==> src/rtl/sink_arbiter.sv <==
// sink_arbiter: round-robin arbiter that shares one two-phase (toggle)
// req/ack output channel among N_PORTS two-phase requesters. A pending
// port is granted, its flit is captured and forwarded, and the
// requester's ack toggle is returned once the downstream acknowledges.
module sink_arbiter #(
   parameter int N_PORTS  = 4,
   parameter int SIZE     = 8,
   parameter int PTR_BITS = 2,
   parameter int CNT_BITS = 16
) (
   input  logic                      clk,
   input  logic                      reset,
   input  logic [N_PORTS-1:0]        in_req,
   output logic [N_PORTS-1:0]        in_ack,
   input  logic [N_PORTS*SIZE-1:0]   in_data,
   output logic                      out_req,
   input  logic                      out_ack,
   output logic [SIZE-1:0]           out_data,
   output logic [PTR_BITS-1:0]       grant_id,
   output logic                      busy,
   output logic [CNT_BITS-1:0]       xfer_count
);

   typedef enum logic {
      S_IDLE = 1'b0,
      S_WAIT = 1'b1
   } state_t;

   state_t                state_q, state_d;
   logic [PTR_BITS-1:0]   ptr_q, ptr_d;
   logic [N_PORTS-1:0]    in_ack_q, in_ack_d;
   logic                  out_req_q, out_req_d;
   logic [SIZE-1:0]       out_data_q, out_data_d;
   logic [PTR_BITS-1:0]   grant_q, grant_d;
   logic                  busy_q, busy_d;
   logic [CNT_BITS-1:0]   cnt_q, cnt_d;

   logic [N_PORTS-1:0]    pending;
   logic [N_PORTS-1:0]    rot;
   logic                  found;
   logic [PTR_BITS-1:0]   sel;
   logic [PTR_BITS:0]     sum;
   logic [SIZE-1:0]       sel_flit;

   // A port is pending while its request toggle differs from our ack toggle.
   // Rotating by ptr puts the highest-priority port at bit 0 of rot.
   assign pending = in_req ^ in_ack_q;
   assign rot     = N_PORTS'({pending, pending} >> ptr_q);

   // Pick the first pending port at or after ptr, wrapping modulo N_PORTS.
   always_comb begin
      found = 1'b0;
      sel   = '0;
      sum   = '0;
      for (int k = 0; k < N_PORTS; k++) begin
         if (!found && rot[k]) begin
            found = 1'b1;
            sum   = {1'b0, ptr_q} + (PTR_BITS+1)'(k);
            if (sum >= (PTR_BITS+1)'(N_PORTS)) begin
               sum = sum - (PTR_BITS+1)'(N_PORTS);
            end
            sel = sum[PTR_BITS-1:0];
         end
      end
   end

   // Route the selected port's flit toward the output register.
   always_comb begin
      sel_flit = '0;
      for (int k = 0; k < N_PORTS; k++) begin
         if (sel == PTR_BITS'(k)) begin
            sel_flit = in_data[k*SIZE +: SIZE];
         end
      end
   end

   // Grant in IDLE, then wait for the downstream ack and return it upstream.
   always_comb begin
      state_d    = state_q;
      ptr_d      = ptr_q;
      in_ack_d   = in_ack_q;
      out_req_d  = out_req_q;
      out_data_d = out_data_q;
      grant_d    = grant_q;
      busy_d     = busy_q;
      cnt_d      = cnt_q;
      case (state_q)
         S_IDLE: begin
            if (found) begin
               out_data_d = sel_flit;
               grant_d    = sel;
               out_req_d  = ~out_req_q;
               busy_d     = 1'b1;
               state_d    = S_WAIT;
            end
         end
         S_WAIT: begin
            if (out_ack == out_req_q) begin
               for (int k = 0; k < N_PORTS; k++) begin
                  if (grant_q == PTR_BITS'(k)) begin
                     in_ack_d[k] = ~in_ack_q[k];
                  end
               end
               ptr_d   = (grant_q == PTR_BITS'(N_PORTS-1)) ? '0 : grant_q + 1'b1;
               cnt_d   = cnt_q + 1'b1;
               busy_d  = 1'b0;
               state_d = S_IDLE;
            end
         end
         default: state_d = S_IDLE;
      endcase
   end

   // State registers; reset abandons any outstanding transaction at once.
   always_ff @(posedge clk or posedge reset) begin
      if (reset) begin
         state_q    <= S_IDLE;
         ptr_q      <= '0;
         in_ack_q   <= '0;
         out_req_q  <= 1'b0;
         out_data_q <= '0;
         grant_q    <= '0;
         busy_q     <= 1'b0;
         cnt_q      <= '0;
      end else begin
         state_q    <= state_d;
         ptr_q      <= ptr_d;
         in_ack_q   <= in_ack_d;
         out_req_q  <= out_req_d;
         out_data_q <= out_data_d;
         grant_q    <= grant_d;
         busy_q     <= busy_d;
         cnt_q      <= cnt_d;
      end
   end

   assign in_ack     = in_ack_q;
   assign out_req    = out_req_q;
   assign out_data   = out_data_q;
   assign grant_id   = grant_q;
   assign busy       = busy_q;
   assign xfer_count = cnt_q;

endmodule
==> config.mk <==
export PLATFORM = sky130hd
export DESIGN_NAME = sink_arbiter
export DESIGN_NICKNAME = d
export VERILOG_FILES = /design/src/rtl/sink_arbiter.sv
export SDC_FILE = /design/constraint.sdc
export NUM_CORES = 1
export LEC_CHECK = 0
export ABC_AREA = 0
export CELL_PAD_IN_SITES_DETAIL_PLACEMENT = 1
export CELL_PAD_IN_SITES_GLOBAL_PLACEMENT = 1
export CORE_MARGIN = 4
export CORE_UTILIZATION = 35
export CTS_CLUSTER_DIAMETER = 80
export CTS_CLUSTER_SIZE = 25
export DETAILED_ROUTE_END_ITERATION = 12
export GPL_TIMING_DRIVEN = 0
export PLACE_DENSITY = 0.87
export REMOVE_ABC_BUFFERS = 1
export SLEW_MARGIN = 20
export SYNTH_ARGS = -nofsm -noshare
export SYNTH_HDL_FRONTEND = slang
export SYNTH_SLANG_ARGS = --single-unit
==> constraint.sdc <==
create_clock -name clk -period 4.8 [get_ports clk]
set_clock_uncertainty 0.2 [all_clocks]
set_input_delay 1.2 -clock clk [delete_from_list [all_inputs] [get_ports clk]]
set_output_delay 1.2 -clock clk [all_outputs]
set_load 0.005 [all_outputs]
==> results of run 1 <==
==> where the power goes <==
part	leakage (nW)	switching [mW]	internal, mW	total [mW]
logic	0.637	0.343	0.406	0.750
registers	0.444	0.112	0.405	0.516
clock network	0.0422	0.101	0.102	0.202
total	1.12	0.555	0.913	1.47
==> critical path, stage by stage <==
cell and delay [ns]:
clkdlybuf4s50_1 0.46, xor2_1 0.19, a211oi_1 0.25, a211o_1 0.69, mux2i_1 0.31, o221ai_1 0.15
==> logic make-up (layout without fill, tap and decap cells) <==
family,Yosys count,count (layout),share of synthesized area (%)
simple gates,55,55,14.3
flops,35,35,49.0
xor+xnor,27,27,13.2
compound gates,18,18,7.56
mux,16,16,8.96
buf+inv,10,82,3.43
fa+ha+maj,5,5,3.50
==> state kept, by name, summed over array words and instances (netlist names) <==
register	cells
busy	1
grant_id	2
out_req	1
in_ack	4
ptr_q	2
state_q	1
out_data	8
xfer_count	16
==> layer usage <==
metal  up-vias  part of all wire [%]  routed length, um  GRT usage [%]
met4         0                  0.52                 23           3.09
met3         4                   6.1                271           5.08
met1       723                    42               1850           17.8
li1        713                     -                  -              -
met2        43                    51               2270           25.6
met5         -                     0                  0              0
==> synthesized netlist by cell type, types with 2 or more instances <==
library cell / number
dfrtp_1: 35
nand2_1: 29
xnor2_1: 22
mux2i_1: 16
o221ai_1: 8
ha_1: 5
nand4_1: 5
xor2_1: 5
inv_1: 4
nand3_1: 4
nor2_1: 4
o21ai_0: 4
clkbuf_1: 3
nand2b_1: 3
a211oi_1: 2
and2_1: 2
nor3_1: 2
==> final cells by class <==
type / count / share of cell area [%]
sequential: 35 / 33.6
multi-input combinational: 121 / 32.6
timing repair buffer: 70 / 26.9
tap: 67 / 3.21
clock buffer: 7 / 2.93
inverter: 4 / 0.576
clock inverter: 1 / 0.192
==> path summary, 6_finish.rpt <==
kind / from / endpoint / slack (ns) / cells after the start
min: xfer_count[15] / xfer_count[15] / 0.28 / 1
max in group asynchronous: reset / grant_id[1] / 2.78 / 2
max reg2reg: in_ack[1] / out_data[5] / 2.41 / 5
max: in_req[1] / out_data[5] / 1.47 / 6
min reg2reg: xfer_count[15] / xfer_count[15] / 0.28 / 1
min in group asynchronous: reset / xfer_count[14] / 1.15 / 2
==> placed cells by master (no fill, tap or decap) <==
cell type,netlist,final
clkdlybuf4s50_1,0,70
dfrtp_1,35,35
nand2_1,29,29
xnor2_1,22,22
mux2i_1,16,16
o221ai_1,8,8
nand4_1,5,5
xor2_1,5,5
ha_1,5,5
clkbuf_8,0,5
nand3_1,4,4
nor2_1,4,4
o21ai_0,4,4
nand2b_1,3,3
inv_1,4,3
nor3_1,2,2
and2_1,2,2
a211oi_1,2,2
clkbuf_1,3,2
or3_1,1,1
nor4_1,1,1
and4_1,1,1
and3_1,1,1
nor2b_1,1,1
o21ai_1,1,1
a211o_1,1,1
o2bb2ai_1,1,1
or2_2,1,1
o31ai_1,1,1
inv_2,0,1
clkinv_2,0,1
==> per-stage QoR <==
step	cells	hold slack [ns]	total power [mW]	setup WS (ns)	cell area (sq um)
finish	305	0.281	1.47	1.47	2610
global route	305	0.311	1.60	1.34	2610
CTS	305	0.283	1.49	1.44	2610
detailed placement	297	0.274	1.29	1.15	2530
global placement	297	0.261	1.26	1.19	2530
floorplan	160	0.268	0.946	1.94	1740
==> metrics.md, run 1 <==
| Metric | Value |
|---|---|
| Status | `completed` |
| Fmax | `0.301 GHz` |
| CTS tree | `done` |
| Ports | `71` |
| Synth Cell Area | `1790 sq um` |
| Top-area cell type share of the netlist area | `49.0%` |
| DR vias | `1,483` |
| Pwr/cell area | `563 nW/um^2` |
| Clock-pin slew on the worst setup and hold paths | `0.07 ns` |
| Vias in the first global route | `1,513` |
| Synth Warn # | `0` |
| Area contributors post-synth | `dfrtp_1 49%, xnor2_1 11%, mux2i_1 9.0%, nand2_1 6.1%, o221ai_1 3.9%` |
| Multi-input gate area | `851 sq um` |
| DIE WIDTH | `79.5 um` |
| Mapped Avg Cell Area | `10.8 sq um` |
| Fillers | `526` |
| Rel. slew slack | `43.3%` |
| CP required | `4.74 ns` |
| Dominant cell type by area after synthesis | `dfrtp_1` |
| Post-CTS Setup Repair Bufs | `0` |
| Tightest Pin Transition | `0.850 ns` |
| Violation count after the first detailed-route iteration | `52` |
| Clock Latency Late Sink | `0.28 ns` |
| PostCTS Resize Cnt | `0` |
| EDFF count, synth | `0` |
| Clock tree buffer depth | `2` |
| Synth-to-Final Area Change | `45.8%` |
| Largest net degree at the start of global routing | `36` |
| Final Max Tran Viols | `0` |
| Global placer's final weighted congestion | `0.730` |
| Register area share after synthesis | `49.0%` |
| Core Box Area | `4850 sq um` |
| Port bufs | `70` |
| Tot GR Track Use | `14.8%` |
| Layout cells sized above 1 | `3.36%` |
| Remaining antenna violation count after routing | `0` |
| CP Class | `input port to register` |
| Max FO, Critical Path | `17` |
| Unrepaired setup endpoints after global routing | `no` |
| DIE HEIGHT | `79.5 um` |
| WL/cell | `14.5 um` |
| Hold-fix buffers at CTS | `0` |
| Post-synthesis register bit count | `35` |
| Final Util | `53.8%` |
| Max-cap violations | `0` |
| TritonCTS Sinks | `35` |
| First-pass GRT wire length | `7.27 mm` |
| Initial antenna violation count | `0` |
| Total Nets Final | `281` |
| Top FF cell, synth | `dfrtp_1` |
| Leakage | `1.12 nW` |
| Min-Delay Path Class | `register to register` |
| Residual DRC | `0` |
| Critical path launch point type | `input port` |
| Count of cell types in the netlist | `30` |
| FF+latch area | `876 sq um` |
| Via density | `4.86` |
| Rows | `25` |
| Period utilization | `69.3%` |
| Post-DP HPWL | `3.48 mm` |
| Max IR drop VDD | `0.239 mV` |
| Setup TNS | `0 ns` |
| Min cycle time layout | `3.33 ns` |
| CP Capture Type | `register` |
| Clock root buffer | `clkbuf_8` |
| Starting Density | `36.9%` |
| Final hold vios | `0` |
| Async S/R FF share, synth | `100%` |
| Total Wirelength | `4.42 mm` |
| CTS Buf Count | `5` |
| Die Footprint | `6320 sq um` |
| CTS H-tree depth | `2` |
| CP arrival | `3.27 ns` |
| Post-synthesis cell count | `166` |
| Final Setup Violations | `0` |
| Diodes inserted | `0` |
| TritonRoute pass-1 iters | `4` |
| Total global routing overflow | `0` |
No activity file was read; power rests on OpenSTA's default activity.
==> run 2: changes to the inputs <==
--- a/config.mk
+++ b/config.mk
@@ -9,12 +9,12 @@
 export CELL_PAD_IN_SITES_DETAIL_PLACEMENT = 1
 export CELL_PAD_IN_SITES_GLOBAL_PLACEMENT = 1
 export CORE_MARGIN = 4
-export CORE_UTILIZATION = 35
+export CORE_UTILIZATION = 29
 export CTS_CLUSTER_DIAMETER = 80
 export CTS_CLUSTER_SIZE = 25
 export DETAILED_ROUTE_END_ITERATION = 12
 export GPL_TIMING_DRIVEN = 0
-export PLACE_DENSITY = 0.87
+export PLACE_DENSITY = 0.77
 export REMOVE_ABC_BUFFERS = 1
 export SLEW_MARGIN = 20
 export SYNTH_ARGS = -nofsm -noshare
==> constraint.sdc (replaced) <==
create_clock -name clk -period 2.8 [get_ports clk]
set_clock_uncertainty 0.2 [all_clocks]
set_input_delay 0.7 -clock clk [delete_from_list [all_inputs] [get_ports clk]]
set_output_delay 0.7 -clock clk [all_outputs]
set_load 0.005 [all_outputs]
==> run 2 against run 1 <==
Effect of this change: sequential power is 73% higher; clock-buffer cell count decreased by 1; non-clock buffer count unchanged; via count down 0.47%; sequential share of layout area is 0.14 points lower; critical endpoint is now out_data[7]; largest cell class unchanged; highest routed layer unchanged.
==> metrics.md, run 2 (synthesis results as in run 1) <==
| Metric | Value |
|---|---|
| Status | `completed` |
| Global placer's final weighted congestion | `0.753 (+3.2%)` |
| Most frequent cells in the layout | `70 x clkdlybuf4s50_1, 35 x dfrtp_1, 29 x nand2_1, 22 x xnor2_1, 16 x mux2i_1` |
| TritonCTS Sinks | `35 (unchanged)` |
| Rel. slew slack | `50.8% (+7.5 points)` |
| DR vias | `1,476 (-0.47%)` |
| Min-Delay Path Class | `register to register` |
| Pwr/cell area | `969 nW/um^2 (+72%)` |
| Min cycle time layout | `2.65 ns` |
| Worst r2r path cells | `5 (unchanged)` |
| Vias in the first global route | `1,609 (+6.3%)` |
| DIE WIDTH | `86.5 um (+8.9%)` |
| Initial antenna violation count | `0 (unchanged)` |
| Rows | `28 (+12%)` |
| CP arrival | `2.58 ns (-0.69 ns)` |
| Diodes inserted | `0 (unchanged)` |
| CTS H-tree depth | `2 (unchanged)` |
| Final hold vios | `0 (unchanged)` |
| Area after DPL | `2540 sq um (+0.40%)` |
| Max reg flops | `16 (unchanged)` |
| Reg-to-Reg End | `out_data[7]` |
| Clock Latency Late Sink | `0.27 ns (about the same)` |
| Die Footprint | `7490 sq um (+19%)` |
| Cell Count, Final, Fillers Out | `311 (+2.0%)` |
| Max FO, Critical Path | `15 (-2)` |
| Total Nets Final | `281 (unchanged)` |
| CP Capture Type | `register` |
| Largest net degree at the start of global routing | `36 (unchanged)` |
| CP required | `2.73 ns (-2.01 ns)` |
| Synth-to-Final Area Change | `46.5%` |
| Clock root buffer | `clkbuf_8` |
| Period utilization | `94.7%` |
| CP Class | `input port to register` |
| Post-CTS Setup Repair Bufs | `0 (unchanged)` |
| Via density | `4.75 (-2.4%)` |
| FF-to-FF Start | `in_ack[0]` |
| Cell internal pwr | `1.56 mW (+71%)` |
| DIE HEIGHT | `86.5 um (+8.9%)` |
| Dpl cells | `305 (+2.7%)` |
| Remaining antenna violation count after routing | `0 (unchanged)` |
| Hold path cells | `1 (unchanged)` |
| Sequential share of power | `35.1% (about the same)` |
| CTS tree | `done` |
| Unrepaired setup endpoints after global routing | `no` |
| Switching part of the total | `38.6% (+0.75 points)` |
| Reg-to-reg slack, setup | `0.59 ns (-1.82 ns)` |
| Residual DRC | `0 (unchanged)` |
| Core Box Area | `5960 sq um (+23%)` |
| Hold-fix buffers at CTS | `0 (unchanged)` |
| Max IR drop VDD | `0.700 mV (+190%)` |
| Leakage | `1.12 nW (-0.49%)` |
| Gate power share | `52.0% (+0.9 points)` |
| Max-cap violations | `0 (unchanged)` |
| WHS | `0.279 ns (-0.00210 ns)` |
| Tot Pwr | `2.54 mW (+73%)` |
| Fmax | `0.377 GHz` |
| Commonest non-fill, non-tap cell in the layout | `clkdlybuf4s50_1` |
| CTS Buf Count | `5 (unchanged)` |
| Fillers | `684 (+30%)` |
| Starting Density | `30.0% (-6.9 points)` |
| Switch Pwr | `0.979 mW (+76%)` |
| Violation count after the first detailed-route iteration | `42 (-19%)` |
| Worst min-delay path endpoint | `xfer_count[15]` |
| Tightest Pin Transition | `0.737 ns (-0.113 ns)` |
| Ports | `71 (unchanged)` |
| Post-DP HPWL | `3.79 mm (+8.9%)` |
| Clock-pin slew on the worst setup and hold paths | `0.06 ns (about the same)` |
| Total global routing overflow | `0 (unchanged)` |
| Port bufs | `70 (unchanged)` |
| Hold_sp | `xfer_count[15]` |
| WL/cell | `15.8 um (+9.4%)` |
| Layout cells sized above 1 | `4.24% (+0.88 points)` |
| Final Max Tran Viols | `0 (unchanged)` |
| First-pass GRT wire length | `7.99 mm (+9.9%)` |
| Critical path launch point type | `input port` |
| Clock tree buffer depth | `2 (unchanged)` |
| Final instance area | `2620 sq um (+0.43%)` |
| TritonRoute pass-1 iters | `4 (unchanged)` |
| Total Wirelength | `4.93 mm (+12%)` |
| Final Setup Violations | `0 (unchanged)` |
| Tot GR Track Use | `13.6% (-1.3 points)` |
| Clock power share | `12.8% (-1.0 points)` |
-- run 2: cell count changes in the layout (fill, tap and decap cells not counted), sizes merged --
cell,change
clkinv,-1
clkbuf,-1
-- run 2: repair_timing --
item	CTS	global route
cloned	0	0
gates resized for setup	2	1
setup endpoints to repair	8	4
hold endpoints to repair	0	0
-- run 2: power by group through the flow --
stage | sequential (mW) | clock (mW) | combinational (mW)
6_report | 0.892 | 0.326 | 1.32
5_1_grt | 0.922 | 0.364 | 1.46
4_1_cts | 0.895 | 0.342 | 1.35
3_5_place_dp | 0.900 | 0 | 1.35
3_3_place_gp | 0.889 | 0 | 1.30
2_1_floorplan | 0.871 | 0 | 0.751
-- run 2: final cells by class --
type,count,area [sq um],area share [%]
multi-input combinational,121,861,32.9
timing repair buffer,70,701,26.8
tap,75,93.8,3.58
clock buffer,6,72.6,2.77
sequential,35,876,33.4
inverter,4,15.0,0.573
-- run 2: worst max path at each step --
| stage | start | end | slack (ns) | depth (start not counted) |
|---|---|---|---|---|
| 3_3_place_gp | in_req[1] | out_data[6] | -0.35 | 6 |
| 4_1_cts | out_ack | xfer_count[13] | 0.04 | 6 |
| 2_1_floorplan | in_req[1] | out_data[4] | 0.44 | 5 |
| 6_report | in_req[0] | out_data[7] | 0.15 | 6 |
| 3_5_place_dp | in_req[1] | out_data[6] | -0.40 | 6 |
| 5_1_grt | in_req[0] | out_data[5] | 0.03 | 6 |
-- run 2: metal layers --
layer  track usage (%)  up-vias  share of wire [%]
li1                  -      711                  -
met2              23.5       22                 53
met1              17.6      741                 44
met5                 0        -                  0
met4              2.97        0               0.69
met3              2.57        2                2.5
-- run 2: critical path: stages --
cell	delay, ns
clkdlybuf4s50_1	0.46
xnor2_1	0.33
nand4_1	0.24
nand2b_2	0.31
nand2b_1	0.38
o221ai_1	0.16
-- run 2: through the flow --
| step | setup WS [ns] | setup TNS, ns | utilization, % |
|---|---|---|---|
| 6_report | 0.148 | 0 | 44.0 |
| 5_1_grt | 0.0327 | 0 | 44.0 |
| 4_1_cts | 0.0421 | 0 | 43.9 |
| 3_5_place_dp | -0.398 | -4.05 | 42.6 |
| 3_3_place_gp | -0.346 | -3.23 | 42.6 |
| 2_1_floorplan | 0.444 | 0 | - |
